$ cat config.mk
export PLATFORM = sky130hd
export DESIGN_NAME = videomem_wr_req
export DESIGN_NICKNAME = d
export VERILOG_FILES = /design/src/rtl/videomem_pkg.sv /design/src/rtl/videomem_burst_buf.sv /design/src/rtl/videomem_wr_req.sv
export SDC_FILE = /design/constraint.sdc
export NUM_CORES = 1
export LEC_CHECK = 0
export ABC_AREA = 1
export BUFFER_PORTS_ARGS = -buffer_cell sky130_fd_sc_hd__buf_2
export CORE_ASPECT_RATIO = 0.9
export CORE_UTILIZATION = 25
export CTS_CLUSTER_SIZE = 24
export DETAILED_ROUTE_END_ITERATION = 8
export GPL_ROUTABILITY_DRIVEN = 0
export SETUP_SLACK_MARGIN = 0.4
export SYNTH_ARGS = -nofsm -noshare
export SYNTH_HDL_FRONTEND = slang
export SYNTH_SLANG_ARGS = --single-unit
$ cat constraint.sdc
create_clock -name mem_clock -period 5.1 [get_ports mem_clock]
set_input_delay 1.02 -clock mem_clock [delete_from_list [all_inputs] [get_ports mem_clock]]
set_output_delay 1.02 -clock mem_clock [all_outputs]
set_load 0.01 [all_outputs]
$ cat src/rtl/videomem_pkg.sv
// Shared constants and types for the video-memory pixel write front end.
// The parser and writer state encodings are plain localparams so legacy tools can use them.
package videomem_pkg;

  localparam logic [7:0]  SYNC_BYTE   = 8'hA5;
  localparam int unsigned BURST_LEN16 = 4;

  typedef logic [24:0] addr_t;

  typedef logic [2:0] parse_state_t;
  localparam parse_state_t PsHunt = 3'd0;
  localparam parse_state_t PsAdr0 = 3'd1;
  localparam parse_state_t PsAdr1 = 3'd2;
  localparam parse_state_t PsAdr2 = 3'd3;
  localparam parse_state_t PsLen0 = 3'd4;
  localparam parse_state_t PsLen1 = 3'd5;
  localparam parse_state_t PsData = 3'd6;

  typedef logic [1:0] wr_state_t;
  localparam wr_state_t WsIdle = 2'd0;
  localparam wr_state_t WsReq  = 2'd1;
  localparam wr_state_t WsXfer = 2'd2;

  // 24-bit byte-packet address to 16-bit-word SDRAM burst address, burst aligned.
  function automatic addr_t burst_addr(input logic [23:0] a);
    return {1'b0, a[23:2], 2'b00};
  endfunction

endpackage

$ cat src/rtl/videomem_burst_buf.sv
// Ping-pong burst staging buffer: two bursts of BURST_WORDS 32-bit words with full flags,
// fill/drain pointers and per-buffer burst address and last-burst-of-packet tags.
module videomem_burst_buf
  import videomem_pkg::*;
#(
  parameter int unsigned BURST_WORDS = 2,
  localparam int unsigned WidxW = $clog2(BURST_WORDS),
  localparam int unsigned BidxW = WidxW + 2
) (
  input  logic             clk_i,
  input  logic             reset_i,
  input  logic             fill_we_i,
  input  logic [BidxW-1:0] fill_idx_i,
  input  logic [7:0]       fill_byte_i,
  input  logic             fill_commit_i,
  input  addr_t            fill_addr_i,
  input  logic             fill_last_i,
  output logic             fill_full_o,
  input  logic [WidxW-1:0] drain_idx_i,
  input  logic             drain_free_i,
  output logic             drain_full_o,
  output logic [31:0]      drain_word_o,
  output addr_t            drain_addr_o,
  output logic             drain_last_o
);

  logic [1:0][BURST_WORDS-1:0][31:0] mem_q, mem_d;
  logic [1:0]                        full_q, full_d;
  logic [1:0]                        last_q, last_d;
  addr_t [1:0]                       addr_q, addr_d;
  logic                              fill_ptr_q, fill_ptr_d;
  logic                              drain_ptr_q, drain_ptr_d;

  always_comb begin
    mem_d       = mem_q;
    full_d      = full_q;
    last_d      = last_q;
    addr_d      = addr_q;
    fill_ptr_d  = fill_ptr_q;
    drain_ptr_d = drain_ptr_q;

    // Bytes land little-endian: low byte index is the low byte of the word.
    if (fill_we_i) begin
      mem_d[fill_ptr_q][fill_idx_i[BidxW-1:2]][{fill_idx_i[1:0], 3'b000} +: 8] = fill_byte_i;
    end

    if (fill_commit_i) begin
      full_d[fill_ptr_q] = 1'b1;
      addr_d[fill_ptr_q] = fill_addr_i;
      last_d[fill_ptr_q] = fill_last_i;
      fill_ptr_d         = ~fill_ptr_q;
    end

    // Commit only targets an empty buffer and free only a full one, so they never collide.
    if (drain_free_i) begin
      full_d[drain_ptr_q] = 1'b0;
      drain_ptr_d         = ~drain_ptr_q;
    end
  end

  always_ff @(posedge clk_i) begin
    if (reset_i) begin
      mem_q       <= '0;
      full_q      <= '0;
      last_q      <= '0;
      addr_q      <= '0;
      fill_ptr_q  <= 1'b0;
      drain_ptr_q <= 1'b0;
    end else begin
      mem_q       <= mem_d;
      full_q      <= full_d;
      last_q      <= last_d;
      addr_q      <= addr_d;
      fill_ptr_q  <= fill_ptr_d;
      drain_ptr_q <= drain_ptr_d;
    end
  end

  assign fill_full_o  = full_q[fill_ptr_q];
  assign drain_full_o = full_q[drain_ptr_q];
  assign drain_word_o = mem_q[drain_ptr_q][drain_idx_i];
  assign drain_addr_o = addr_q[drain_ptr_q];
  assign drain_last_o = last_q[drain_ptr_q];

endmodule

$ cat src/rtl/videomem_wr_req.sv
// Packetised RGB565 pixel-write front end: parses A5-framed packets into SDRAM write bursts.
// Optional inter-byte timeout abort is enabled by defining VIDEOMEM_WR_TIMEOUT_EN.
module videomem_wr_req
  import videomem_pkg::*;
#(
  parameter int unsigned BURST_WORDS    = 2,
  parameter int unsigned TIMEOUT_CYCLES = 65535
) (
  input  logic        mem_clock,
  input  logic        reset,
  input  logic        mem_ready,
  input  logic [7:0]  in_data,
  input  logic        in_valid,
  output logic        in_ready,
  output logic        wr_request,
  output logic [24:0] wr_addr,
  output logic [31:0] wr_data,
  input  logic        mem_req_ack,
  input  logic        give_next_data,
  output logic        pkt_done,
  output logic        sync_err
);

  localparam int unsigned WidxW = $clog2(BURST_WORDS);
  localparam int unsigned BidxW = WidxW + 2;
  localparam logic [WidxW-1:0] LastWidx = WidxW'(BURST_WORDS - 1);

  if (BURST_WORDS < 2 || TIMEOUT_CYCLES == 0 || TIMEOUT_CYCLES > 65535) begin : g_param_check
    $error("videomem_wr_req: BURST_WORDS must be >= 2 and TIMEOUT_CYCLES in 1..65535");
  end

  parse_state_t     ps_q, ps_d;
  logic [15:0]      a_lo_q, a_lo_d;
  addr_t            cur_addr_q, cur_addr_d;
  logic [15:0]      rem_q, rem_d;
  logic [BidxW-1:0] bcnt_q, bcnt_d;
  logic             pkt_done_q, pkt_done_d;
  logic             sync_err_q, sync_err_d;
  wr_state_t        ws_q, ws_d;
  logic [WidxW-1:0] widx_q, widx_d;

  logic        accept;
  logic        fill_we, fill_commit, fill_full;
  logic        drain_full, drain_last, drain_free;
  logic        empty_pkt;
  logic        wr_active;
  logic [31:0] drain_word;
  addr_t       drain_addr;

`ifdef VIDEOMEM_WR_TIMEOUT_EN
  localparam logic [15:0] GapMax = 16'(TIMEOUT_CYCLES - 1);
  logic [15:0] gap_q, gap_d;
`endif

  // Header bytes are always taken; payload only while the fill buffer has room.
  assign in_ready = (ps_q != PsData) | ~fill_full;
  assign accept   = in_valid & in_ready;

  always_comb begin
    ps_d        = ps_q;
    a_lo_d      = a_lo_q;
    cur_addr_d  = cur_addr_q;
    rem_d       = rem_q;
    bcnt_d      = bcnt_q;
    sync_err_d  = 1'b0;
    empty_pkt   = 1'b0;
    fill_we     = 1'b0;
    fill_commit = 1'b0;
`ifdef VIDEOMEM_WR_TIMEOUT_EN
    gap_d       = gap_q;
`endif

    if (accept) begin
      unique case (ps_q)
        PsHunt: begin
          if (in_data == SYNC_BYTE) ps_d = PsAdr0;
          else                      sync_err_d = 1'b1;
        end
        PsAdr0: begin
          a_lo_d[7:0] = in_data;
          ps_d        = PsAdr1;
        end
        PsAdr1: begin
          a_lo_d[15:8] = in_data;
          ps_d         = PsAdr2;
        end
        PsAdr2: begin
          cur_addr_d = burst_addr({in_data, a_lo_q});
          ps_d       = PsLen0;
        end
        PsLen0: begin
          rem_d[7:0] = in_data;
          ps_d       = PsLen1;
        end
        PsLen1: begin
          rem_d  = {in_data, rem_q[7:0]};
          bcnt_d = '0;
          if ({in_data, rem_q[7:0]} == 16'd0) begin
            ps_d      = PsHunt;
            empty_pkt = 1'b1;
          end else begin
            ps_d = PsData;
          end
        end
        PsData: begin
          fill_we = 1'b1;
          bcnt_d  = bcnt_q + 1'b1;
          if (bcnt_q == '1) begin
            fill_commit = 1'b1;
            cur_addr_d  = cur_addr_q + addr_t'(BURST_LEN16);
            rem_d       = rem_q - 16'd1;
            if (rem_q == 16'd1) ps_d = PsHunt;
          end
        end
        default: ps_d = PsHunt;
      endcase
    end

`ifdef VIDEOMEM_WR_TIMEOUT_EN
    // Abort drops the partial burst simply by restarting the byte counter.
    if (ps_q == PsHunt || accept) begin
      gap_d = '0;
    end else if (gap_q == GapMax) begin
      gap_d      = '0;
      ps_d       = PsHunt;
      bcnt_d     = '0;
      sync_err_d = 1'b1;
    end else begin
      gap_d = gap_q + 16'd1;
    end
`endif
  end

  // Request is raised combinationally in IDLE so it appears the cycle the buffer turns full.
  always_comb begin
    ws_d       = ws_q;
    widx_d     = widx_q;
    wr_request = 1'b0;
    drain_free = 1'b0;
    unique case (ws_q)
      WsIdle: begin
        if (drain_full && mem_ready) begin
          wr_request = 1'b1;
          widx_d     = '0;
          ws_d       = mem_req_ack ? WsXfer : WsReq;
        end
      end
      WsReq: begin
        wr_request = 1'b1;
        if (mem_req_ack) ws_d = WsXfer;
      end
      WsXfer: begin
        if (give_next_data) begin
          if (widx_q == LastWidx) begin
            drain_free = 1'b1;
            widx_d     = '0;
            ws_d       = WsIdle;
          end else begin
            widx_d = widx_q + 1'b1;
          end
        end
      end
      default: ws_d = WsIdle;
    endcase
  end

  assign pkt_done_d = empty_pkt | (drain_free & drain_last);

  always_ff @(posedge mem_clock) begin
    if (reset) begin
      ps_q       <= PsHunt;
      a_lo_q     <= '0;
      cur_addr_q <= '0;
      rem_q      <= '0;
      bcnt_q     <= '0;
      pkt_done_q <= 1'b0;
      sync_err_q <= 1'b0;
      ws_q       <= WsIdle;
      widx_q     <= '0;
    end else begin
      ps_q       <= ps_d;
      a_lo_q     <= a_lo_d;
      cur_addr_q <= cur_addr_d;
      rem_q      <= rem_d;
      bcnt_q     <= bcnt_d;
      pkt_done_q <= pkt_done_d;
      sync_err_q <= sync_err_d;
      ws_q       <= ws_d;
      widx_q     <= widx_d;
    end
  end

`ifdef VIDEOMEM_WR_TIMEOUT_EN
  always_ff @(posedge mem_clock) begin
    if (reset) gap_q <= '0;
    else       gap_q <= gap_d;
  end
`endif

  videomem_burst_buf #(
    .BURST_WORDS(BURST_WORDS)
  ) u_buf (
    .clk_i        (mem_clock),
    .reset_i      (reset),
    .fill_we_i    (fill_we),
    .fill_idx_i   (bcnt_q),
    .fill_byte_i  (in_data),
    .fill_commit_i(fill_commit),
    .fill_addr_i  (cur_addr_q),
    .fill_last_i  (rem_q == 16'd1),
    .fill_full_o  (fill_full),
    .drain_idx_i  (widx_q),
    .drain_free_i (drain_free),
    .drain_full_o (drain_full),
    .drain_word_o (drain_word),
    .drain_addr_o (drain_addr),
    .drain_last_o (drain_last)
  );

  // Address and data read as zero whenever no burst is being offered or transferred.
  assign wr_active = wr_request | (ws_q == WsXfer);
  assign wr_addr   = wr_active ? drain_addr : '0;
  assign wr_data   = wr_active ? drain_word : '0;
  assign pkt_done  = pkt_done_q;
  assign sync_err  = sync_err_q;

endmodule
-- Word level (Yosys, flattened, before mapping)
Index checks and enable logic that the tools add are counted.
- add/subtract/negate cells: 5
- $mul: 0
- div/mod/pow operators: 0
- magnitude comparators: 7
- equal/unequal tests: 19
- shifts and indexed selects: 2
- multiplexer cells: 64
- bitwise logic cells: 13
- reductions and logical operators: 21
- operator list (cell ; count):
    $mux W64 ; 3
    $bwmux W128 ; 1
    $mux W32 ; 4
    $mux W25 ; 5
    $demux W64 S1 ; 1
    $bwmux W50 ; 1
    $pmux W25 S2 ; 1
    $demux W32 S1 ; 1
    $pmux W8 S2 ; 2
    $shift A8 B7 Y32 const A ; 1
    $shiftx A8 B7 Y32 ; 1
    $add A25 B3 Y25 const B ; 1
    $demux W25 S1 ; 1
    $mux W1 ; 24
    $pmux W3 S7 ; 1
    $eq A16 B1 Y1 const B ; 1
    $logic_not A16 Y1 ; 1
    $mux W16 ; 1
    $sub A16 B1 Y16 const B ; 1
    $mux W2 ; 7
    $eq A3 B3 Y1 const B ; 4
    $mux W3 ; 4
    $ne A2 B2 Y1 const B ; 6
    $reduce_and A3 Y1 ; 4
    30 further kinds ; 54
- register bits: 252
- latch bits: 0
- memory bits (writable): 0
- ROM bits: 0
- output and inout bits: 61
- memories kept: 0

-- Longest topological paths before layout
Gate-level depths: netlist of run 1.
- depth in word-level cells: 9
- depth in mapped cells: 12
- mapped depth without buffers: 11

-- By module
Synthesis of run 1 repeated with hierarchy kept, for this count alone.
- cell total of the unflattened synthesis: 2122
- area, all modules: 12878.6 sq um
- by module, submodules not included (module ; instances ; cells an instance ; area each (sq um) ; seq. area each (sq um)):
    videomem_burst_buf ; 1 ; 1382 ; 8565.7 ; 3683.5
    videomem_wr_req ; 1 ; 740 ; 4312.9 ; 1281.2

-- Least setup slack after synthesis of run 1
OpenSTA, ideal clock, no wires.
- path type: in2out
- start: in mem_ready
- end: out wr_addr[15]
- arrival time: 1.860 ns
- required time: 4.080 ns
- slack: 2.220 ns
- cell stages on the path: 8
- cells stage by stage: o211ai_1 > nand2_1 > nand2_1 > o21ai_0 > buf_2 > buf_2 > nand2_1 > inv_1
- longest elaborated chain between the ends: 5
- RTL lines (element ; RTL line ; text):
    from (decl) ; videomem_wr_req.sv:11 ; input logic mem_ready,
    $logic_and A1 B1 Y1 ; videomem_wr_req.sv:142 ; if (drain_full && mem_ready) begin
    $mux W1 ; videomem_wr_req.sv:142 ;
    $pmux W1 S2 ; videomem_wr_req.sv:140 ; unique case (ws_q)
    $or A1 B1 Y1 ; videomem_wr_req.sv:221 ; assign wr_active = wr_request | (ws_q == WsXfer);
    $mux W25 ; videomem_wr_req.sv:222 ; assign wr_addr = wr_active ? drain_addr : '0;
    to (decl) ; videomem_wr_req.sv:16 ; output logic [24:0] wr_addr,
No other way between the ends.

-- Worst setup path after layout of run 1
- start: reg widx_q
- end: out wr_data[7]
- longest elaborated chain between the ends: 3
- RTL lines (element ; RTL line ; text):
    from (decl) ; videomem_wr_req.sv:40 ; logic [WidxW-1:0] widx_q, widx_d;
    from (signal assigned) ; videomem_wr_req.sv:189 ; widx_q <= widx_d;
    $mux W32 (implied by the code) (2 in a row) ; videomem_burst_buf.sv:81 ; assign drain_word_o = mem_q[drain_ptr_q][drain_idx_i];
    $mux W32 ; videomem_wr_req.sv:223 ; assign wr_data = wr_active ? drain_word : '0;
    to (decl) ; videomem_wr_req.sv:17 ; output logic [31:0] wr_data,
No other way between the ends. The select of a mux whose other input is x is not followed.

==> impl_results.md, run 1 <==
* Non-filler cells, final at 2514
* GR Util All Layers at 0.150
* Clk_lat worst skew at 0.57 ns
* Reg-to-reg startpoint: u_buf.fill_ptr_q
* Seq pwr share at 0.436
* RSZ-0062 raised after global routing: false
* Top cell type's share of synthesized area at 0.402
* Worst-Margin Slew at 1.21 ns
* Worst-path clk slew at approximately 0.070 ns
* Die width at 234 µm
* Wire length of the first global-routing pass at 60000 µm
* GR Overflow Total at 0
* Startpoint Class: flop
* Final net count at 1891
* Final Cycle Share at 0.718
* Layout cells sized above 1 at 0.0975
* Setup CP Type: flop to output port
* Inst Count DP at 2461
* Starting Density at 0.253
* Crit path cell chain: inv_1 > o21ai_0 > o22ai_1 > nand2_1 > inv_1 > buf_2
* CP dominant cell by count: inv_1
* Worst R2R Path Depth at 10
* Setup_tns at 0 ns
* Final hold vios at 0
* Fin util at 0.291
* Most frequent cells in the layout: nand2_1, nor2_1, dfxtp_1, o21ai_0, a21oi_1
* Most area-consuming cells after synthesis: dfxtp_1, nand2_1, nor2_1, o21ai_0, a21oi_1
* Delay-heaviest family, CP: buffers and inverters
* Required @ worst endpoint at 4.08 ns
* Largest fanout on the critical path at 32
* Post-route cell area at 0.0139 mm²
* Max-slew violations at 0
* Total CTS buffers at 27
* CP max stage cell: inv_1
* Avg Vias per Cell at between 4 and 5
* Max VDD drop at 0.256 mV
* Area Overhead vs Synth at 14.8%
* Commonest non-fill, non-tap cell in the layout: nand2_1
* Fmax at 273 MHz
* Yosys cell types at 41
* Initial antenna violation count at 7
* Largest net degree at the start of global routing at 100
* Int Pwr at 3400 µW
* Worst r2r dst: u_buf.mem_q[64]
* Clock power frac at 0.455
* Crit path depth at 6
* CP max stage delay at 0.82 ns
* Cells after synthesis at 1844
* Sw power at 1240 µW
* Core Region at 0.0479 mm²
* Resize count post-CTS at 0
* Die Height at 211 µm
* HPWL after DPL at approximately 25000 µm
* CP Launch Point: widx_q
* Number of global-route vias before repair at 11100
* Synth Flop Type: dfxtp_1
* Final Skew at between 0.03 and 0.04 ns
* Drt first pass iters at 5
* Mapped Area at approximately 0.012 mm²
* Tmin final at 3.66 ns
* Iteration-0 DRC count of the detailed router at 1220
* Crit path to: wr_data[7]
* Dpl cell area at 0.0130 mm²
* Die Footprint at 0.0495 mm²
* Post-CTS Setup Inserts at 0
* Root Buffer: clkbuf_16
* Final setup viols at 0
* Total number of vias at 12000
* Routed Antenna Nets at 0
* Drt total wl at 37400 µm
* Outcome: finished clean
* Register area share after synthesis at 0.402
* Asr flop ratio synth at 0
* Switching share of power at 0.267
* Combinational power share at 0.109
* Slew HR at 0.194
* Seq cells post-synth at 244
* Max Cap Viol at 0
* # IOs at 75
* Syn avg cell area at 6.59 µm²
* Placement Rows at 76
* Register-to-register setup slack at 2.12 ns
* Critical Path End Type: output port
* Max clock buf depth at 3
* PwrDens at 333 mW/mm²
* WL per Instance at 14.9 µm
* TritonCTS clock tree: done
* Static leakage at 0.00595 µW
* Arrival @ worst endpoint at 2.64 ns
* CP bufs+invs at 3
* Worst min-delay path class: flop to flop
* YS warnings at 0
* Leading area contributor after synthesis: dfxtp_1
* WHS at 0.461 ns
* Clock sink count at 244
* Number of synthesized flops with an enable pin at 0
* H-tree depth at 1
* CTS hold repair buffers at 0
* IO buf count at 72
* DRC Markers at 0
==> worst min-delay path: cells and delay by family (launching register included) <==
kind | cells | cell delay [ns]
AND/OR/NAND/NOR | 1 | 0.06
flip-flops | 1 | 0.31
AO/OA/AOI/OAI | 1 | 0.05
==> through the flow <==
step | worst slack [ns] | total power, µW
floorplan | 2.22 | 2440
global placement | 1.61 | 2550
detailed placement | 1.51 | 2560
CTS | 1.39 | 4680
global route | 1.23 | 4850
finish | 1.44 | 4640
==> kinds of logic after synthesis <==
family,Yosys count,share of synthesized area
XOR/XNOR,8,0.00577
buffers and inverters,251,0.0875
adder cells (fa/ha/maj),11,0.0113
other,1,0.000309
AO/OA/AOI/OAI,451,0.190
AND/OR/NAND/NOR,878,0.303
flip-flops,244,0.402
==> sequential cells by signal, indices dropped and copies added, names as in the netlist, 3 cells and up <==
| name | cells |
|---|---|
| u_buf.addr_q | 46 |
| u_buf.mem_q | 128 |
| a_lo_q | 14 |
| rem_q | 16 |
| cur_addr_q | 23 |
| ps_q | 3 |
| bcnt_q | 3 |
==> Yosys cell counts, types with 2 or more instances <==
cell,n
nand4_1,7
clkinv_1,3
xor2_1,5
inv_8,2
nor2_2,2
buf_4,5
o21ai_1,9
nor2_4,5
buf_2,28
nand2_4,3
clkbuf_1,52
xnor2_1,3
inv_1,137
inv_2,8
a21oi_1,187
nor3_1,21
ha_1,11
o22ai_1,24
o21ai_0,225
nand3_1,72
nand3_4,9
buf_6,5
buf_1,3
clkinv_2,7
nor2_1,311
dfxtp_1,244
o211ai_1,2
nand2_2,7
nand2_1,435
==> area by class of cell <==
cell class	instances	area [µm²]
fill	5300	34000
multi-input combinational	1350	6210
sequential	244	4890
tap	624	781
clock buffer	36	779
inverter	158	623
timing repair buffer	85	458
clock inverter	14	196
antenna	3	7.51
==> power by group through the flow <==
stage	Sequential, µW	Combinational, µW	Clock [µW]
finish	2020	506	2110
floorplan	2040	398	0
global route	2030	580	2240
global placement	2060	489	0
CTS	2020	503	2160
detailed placement	2060	500	0
==> worst min-delay path by stage <==
| stage | startpoint | endpoint | slack, ns | cells after the start |
|---|---|---|---|---|
| 2_1_floorplan | u_buf.mem_q[63] | u_buf.mem_q[63] | 0.44 | 2 |
| 3_3_place_gp | u_buf.mem_q[33] | u_buf.mem_q[33] | 0.45 | 2 |
| 3_5_place_dp | u_buf.mem_q[89] | u_buf.mem_q[89] | 0.45 | 2 |
| 4_1_cts | u_buf.mem_q[89] | u_buf.mem_q[89] | 0.46 | 2 |
| 5_1_grt | u_buf.mem_q[90] | u_buf.mem_q[90] | 0.48 | 2 |
| 6_report | u_buf.mem_q[39] | u_buf.mem_q[39] | 0.46 | 2 |
==> metal layers <==
metal  up-vias  track usage  part of all wire
met5         -            0            0.0012
met4         8       0.0427             0.023
met3        64       0.0313             0.079
met2       354        0.224              0.42
met1      5564        0.216              0.48
li1       6008            -                 -
Note: power is estimated with default switching activity, not from simulation.
==> run 2, diff against run 1 <==
==> constraint.sdc (replaced) <==
create_clock -name mem_clock -period 3.4 [get_ports mem_clock]
set_input_delay 0.68 -clock mem_clock [delete_from_list [all_inputs] [get_ports mem_clock]]
set_output_delay 0.68 -clock mem_clock [all_outputs]
set_load 0.01 [all_outputs]
==> impl_results.md, run 2 (same netlist as run 1, synthesis figures left out) <==
* Outcome: finished clean
* Slew HR at 0.224 (+0.0300)
* Final Skew at 0.00891 ns (-0.0277 ns)
* Max-slew violations at 0 (unchanged)
* Avg Vias per Cell at 4.79 (+0.47%)
* CP bufs+invs at 4 (+1)
* Static leakage at 0.00602 µW (+1.0%)
* Arrival @ worst endpoint at 2.21 ns (-0.43 ns)
* Layout cells sized above 1 at 0.101 (+0.00312)
* CP max stage delay at 0.39 ns (-0.43 ns)
* Worst-Margin Slew at 1.16 ns (-0.0451 ns)
* Placement Rows at 76 (unchanged)
* Met3 global-route usage at 0.0320 (+0.000675)
* Setup_tns at 0 ns (unchanged)
* Fin util at 0.293 (+0.00253)
* PwrDens at 488 mW/mm² (+47%)
* Final setup viols at 0 (unchanged)
* Startpoint Class: flop
* Largest net degree at the start of global routing at 93 (-7.0%)
* Largest Register: u_buf.mem_q
* Wire length of the first global-routing pass at 60500 µm (+0.88%)
* Die Height at 211 µm (unchanged)
* GR Layer Usage met1 at 0.220 (+0.00401)
* Die width at 234 µm (unchanged)
* Drt total wl at 37700 µm (+0.95%)
* Initial antenna violation count at 6 (-1)
* Root Buffer: clkbuf_16
* Clock power frac at 0.447 (-0.008)
* GR Util All Layers at 0.151 (+0.000609)
* Routed Antenna Nets at 0 (unchanged)
* Combinational power share at 0.111 (+0.002)
* Tmin final at 2.89 ns
* Most frequent cells in the layout: nand2_1, nor2_1, dfxtp_1, o21ai_0, a21oi_1
* Largest fanout on the critical path at 49 (+53%)
* TritonCTS clock tree: done
* Max reg flops at 128 (unchanged)
* Drt first pass iters at 5 (unchanged)
* Dpl cell area at 0.0130 mm² (+0.56%)
* Critical Path End Type: output port
* Starting Density at 0.253 (unchanged)
* Clock sink count at 244 (unchanged)
* Final net count at 1903 (+0.63%)
* CP max stage cell: dfxtp_4
* Worst-path clk slew at 0.06 ns (about the same)
* WL per Instance at 14.9 µm (+0.51%)
* Int Pwr at 5050 µW (+48%)
* Max Cap Viol at 0 (unchanged)
* Core Region at 0.0479 mm² (unchanged)
* Switching share of power at 0.265 (-0.00217)
* Iteration-0 DRC count of the detailed router at 1205 (-1.2%)
* Final hold vios at 0 (unchanged)
* DRC Markers at 0 (unchanged)
* Biggest regs: u_buf.mem_q: 128 flops, u_buf.addr_q: 46 flops, cur_addr_q: 23 flops
* GRT met2 Usage at 0.226 (+0.00102)
* Total number of vias at 12100 (+0.91%)
* Required @ worst endpoint at 2.72 ns (-1.36 ns)
* H-tree depth at 1 (unchanged)
* IO buf count at 72 (unchanged)
* Worst min-delay path class: flop to flop
* RSZ-0062 raised after global routing: false
* Die Footprint at 0.0495 mm² (unchanged)
* GRT busiest layer: met2
* Clk_lat worst skew at 0.54 ns (-0.03 ns)
* Area Overhead vs Synth at 15.8%
* Post-route cell area at 0.0141 mm² (+0.87%)
* Final Cycle Share at 0.850
* Crit path cell chain: buf_12 > buf_6 > o21ai_0 > o22ai_1 > nand2_1 > inv_1 > buf_2
* Number of global-route vias before repair at 11300 (+1.9%)
* Delay-heaviest family, CP: buffers and inverters
* Seq pwr share at 0.441 (+0.005)
* Sw power at 1820 µW (+47%)
* Total chip power at 6870 µW (+48%)
* Commonest non-fill, non-tap cell in the layout: nand2_1
* Max clock buf depth at 3 (unchanged)
* GR Overflow Total at 0 (unchanged)
* # IOs at 75 (unchanged)
* Total CTS buffers at 29 (+7.4%)
* HPWL after DPL at 25200 µm (about the same)
* Fmax at ~350 MHz
* Max VDD drop at 0.424 mV (+66%)
* WHS at 0.459 ns (-0.00196 ns)
* Setup CP Type: flop to output port
## run 2: cell count changes in the layout (fill, tap and decap cells not counted), moves of 2 or more
| cell | before | now |
|---|---|---|
| buf_12 | 0 | 5 |
| clkbuf_1 | 2 | 7 |
| buf_4 | 13 | 16 |
| bufinv_16 | 4 | 2 |
| clkbuf_16 | 27 | 29 |
| clkinv_2 | 13 | 11 |
## run 2: worst reg2reg max path: cells and delay by family, from the launching register on
family	cells	cell delay, ns
fa+ha+maj	1	0.39
compound gates	1	0.18
buf+inv	2	0.59
simple gates	3	0.78
flops	1	0.56
## run 2: final cells by class
type,instances,area [µm²]
Timing Repair Buffer,94,592
Clock inverter,8,100
Tap cell,624,781
Sequential cell,244,4890
Inverter,158,627
Clock buffer,43,848
Antenna cell,3,7.51
Multi-Input combinational cell,1351,6220
Fill cell,5281,33900
## run 2: metal layers
metal	up-vias	share of wire
li1	6027	-
met1	5639	0.48
met2	376	0.42
met3	57	0.080
met4	8	0.015
met5	-	0.0014
## run 2: what timing repair did
item | 4_1_cts | 5_1_grt
gates cloned | 0 | 1
resized for setup | 2 | 1
buffers inserted | 0 | 6
setup endpoints to repair | 32 | 32
hold buffers | 0 | 0
## run 2: per-stage QoR
stage	instances	setup slack [ns]
final	2525	0.511
after global routing	2523	0.403
after CTS	2515	0.420
after detailed placement	2464	0.757
after global placement	2464	0.822
after floorplan	1845	1.20
## run 2: power groups by stage
| stage | registers, µW | clock network [µW] | logic, µW |
|---|---|---|---|
| 5_1_grt | 3040 | 3260 | 872 |
| 3_5_place_dp | 3090 | 0 | 751 |
| 3_3_place_gp | 3090 | 0 | 738 |
| 4_1_cts | 3030 | 3130 | 755 |
| 2_1_floorplan | 3060 | 0 | 597 |
| 6_report | 3030 | 3070 | 764 |
## run 2: final timing paths
path / startpoint / end / slack, ns / depth (start not counted)
setup / recovery: u_buf.drain_ptr_q / wr_data[0] / 0.51 / 7
hold reg to reg: u_buf.mem_q[90] / u_buf.mem_q[90] / 0.46 / 2
hold / removal: u_buf.mem_q[90] / u_buf.mem_q[90] / 0.46 / 2
setup reg to reg: bcnt_q[0] / u_buf.mem_q[27] / 0.82 / 7
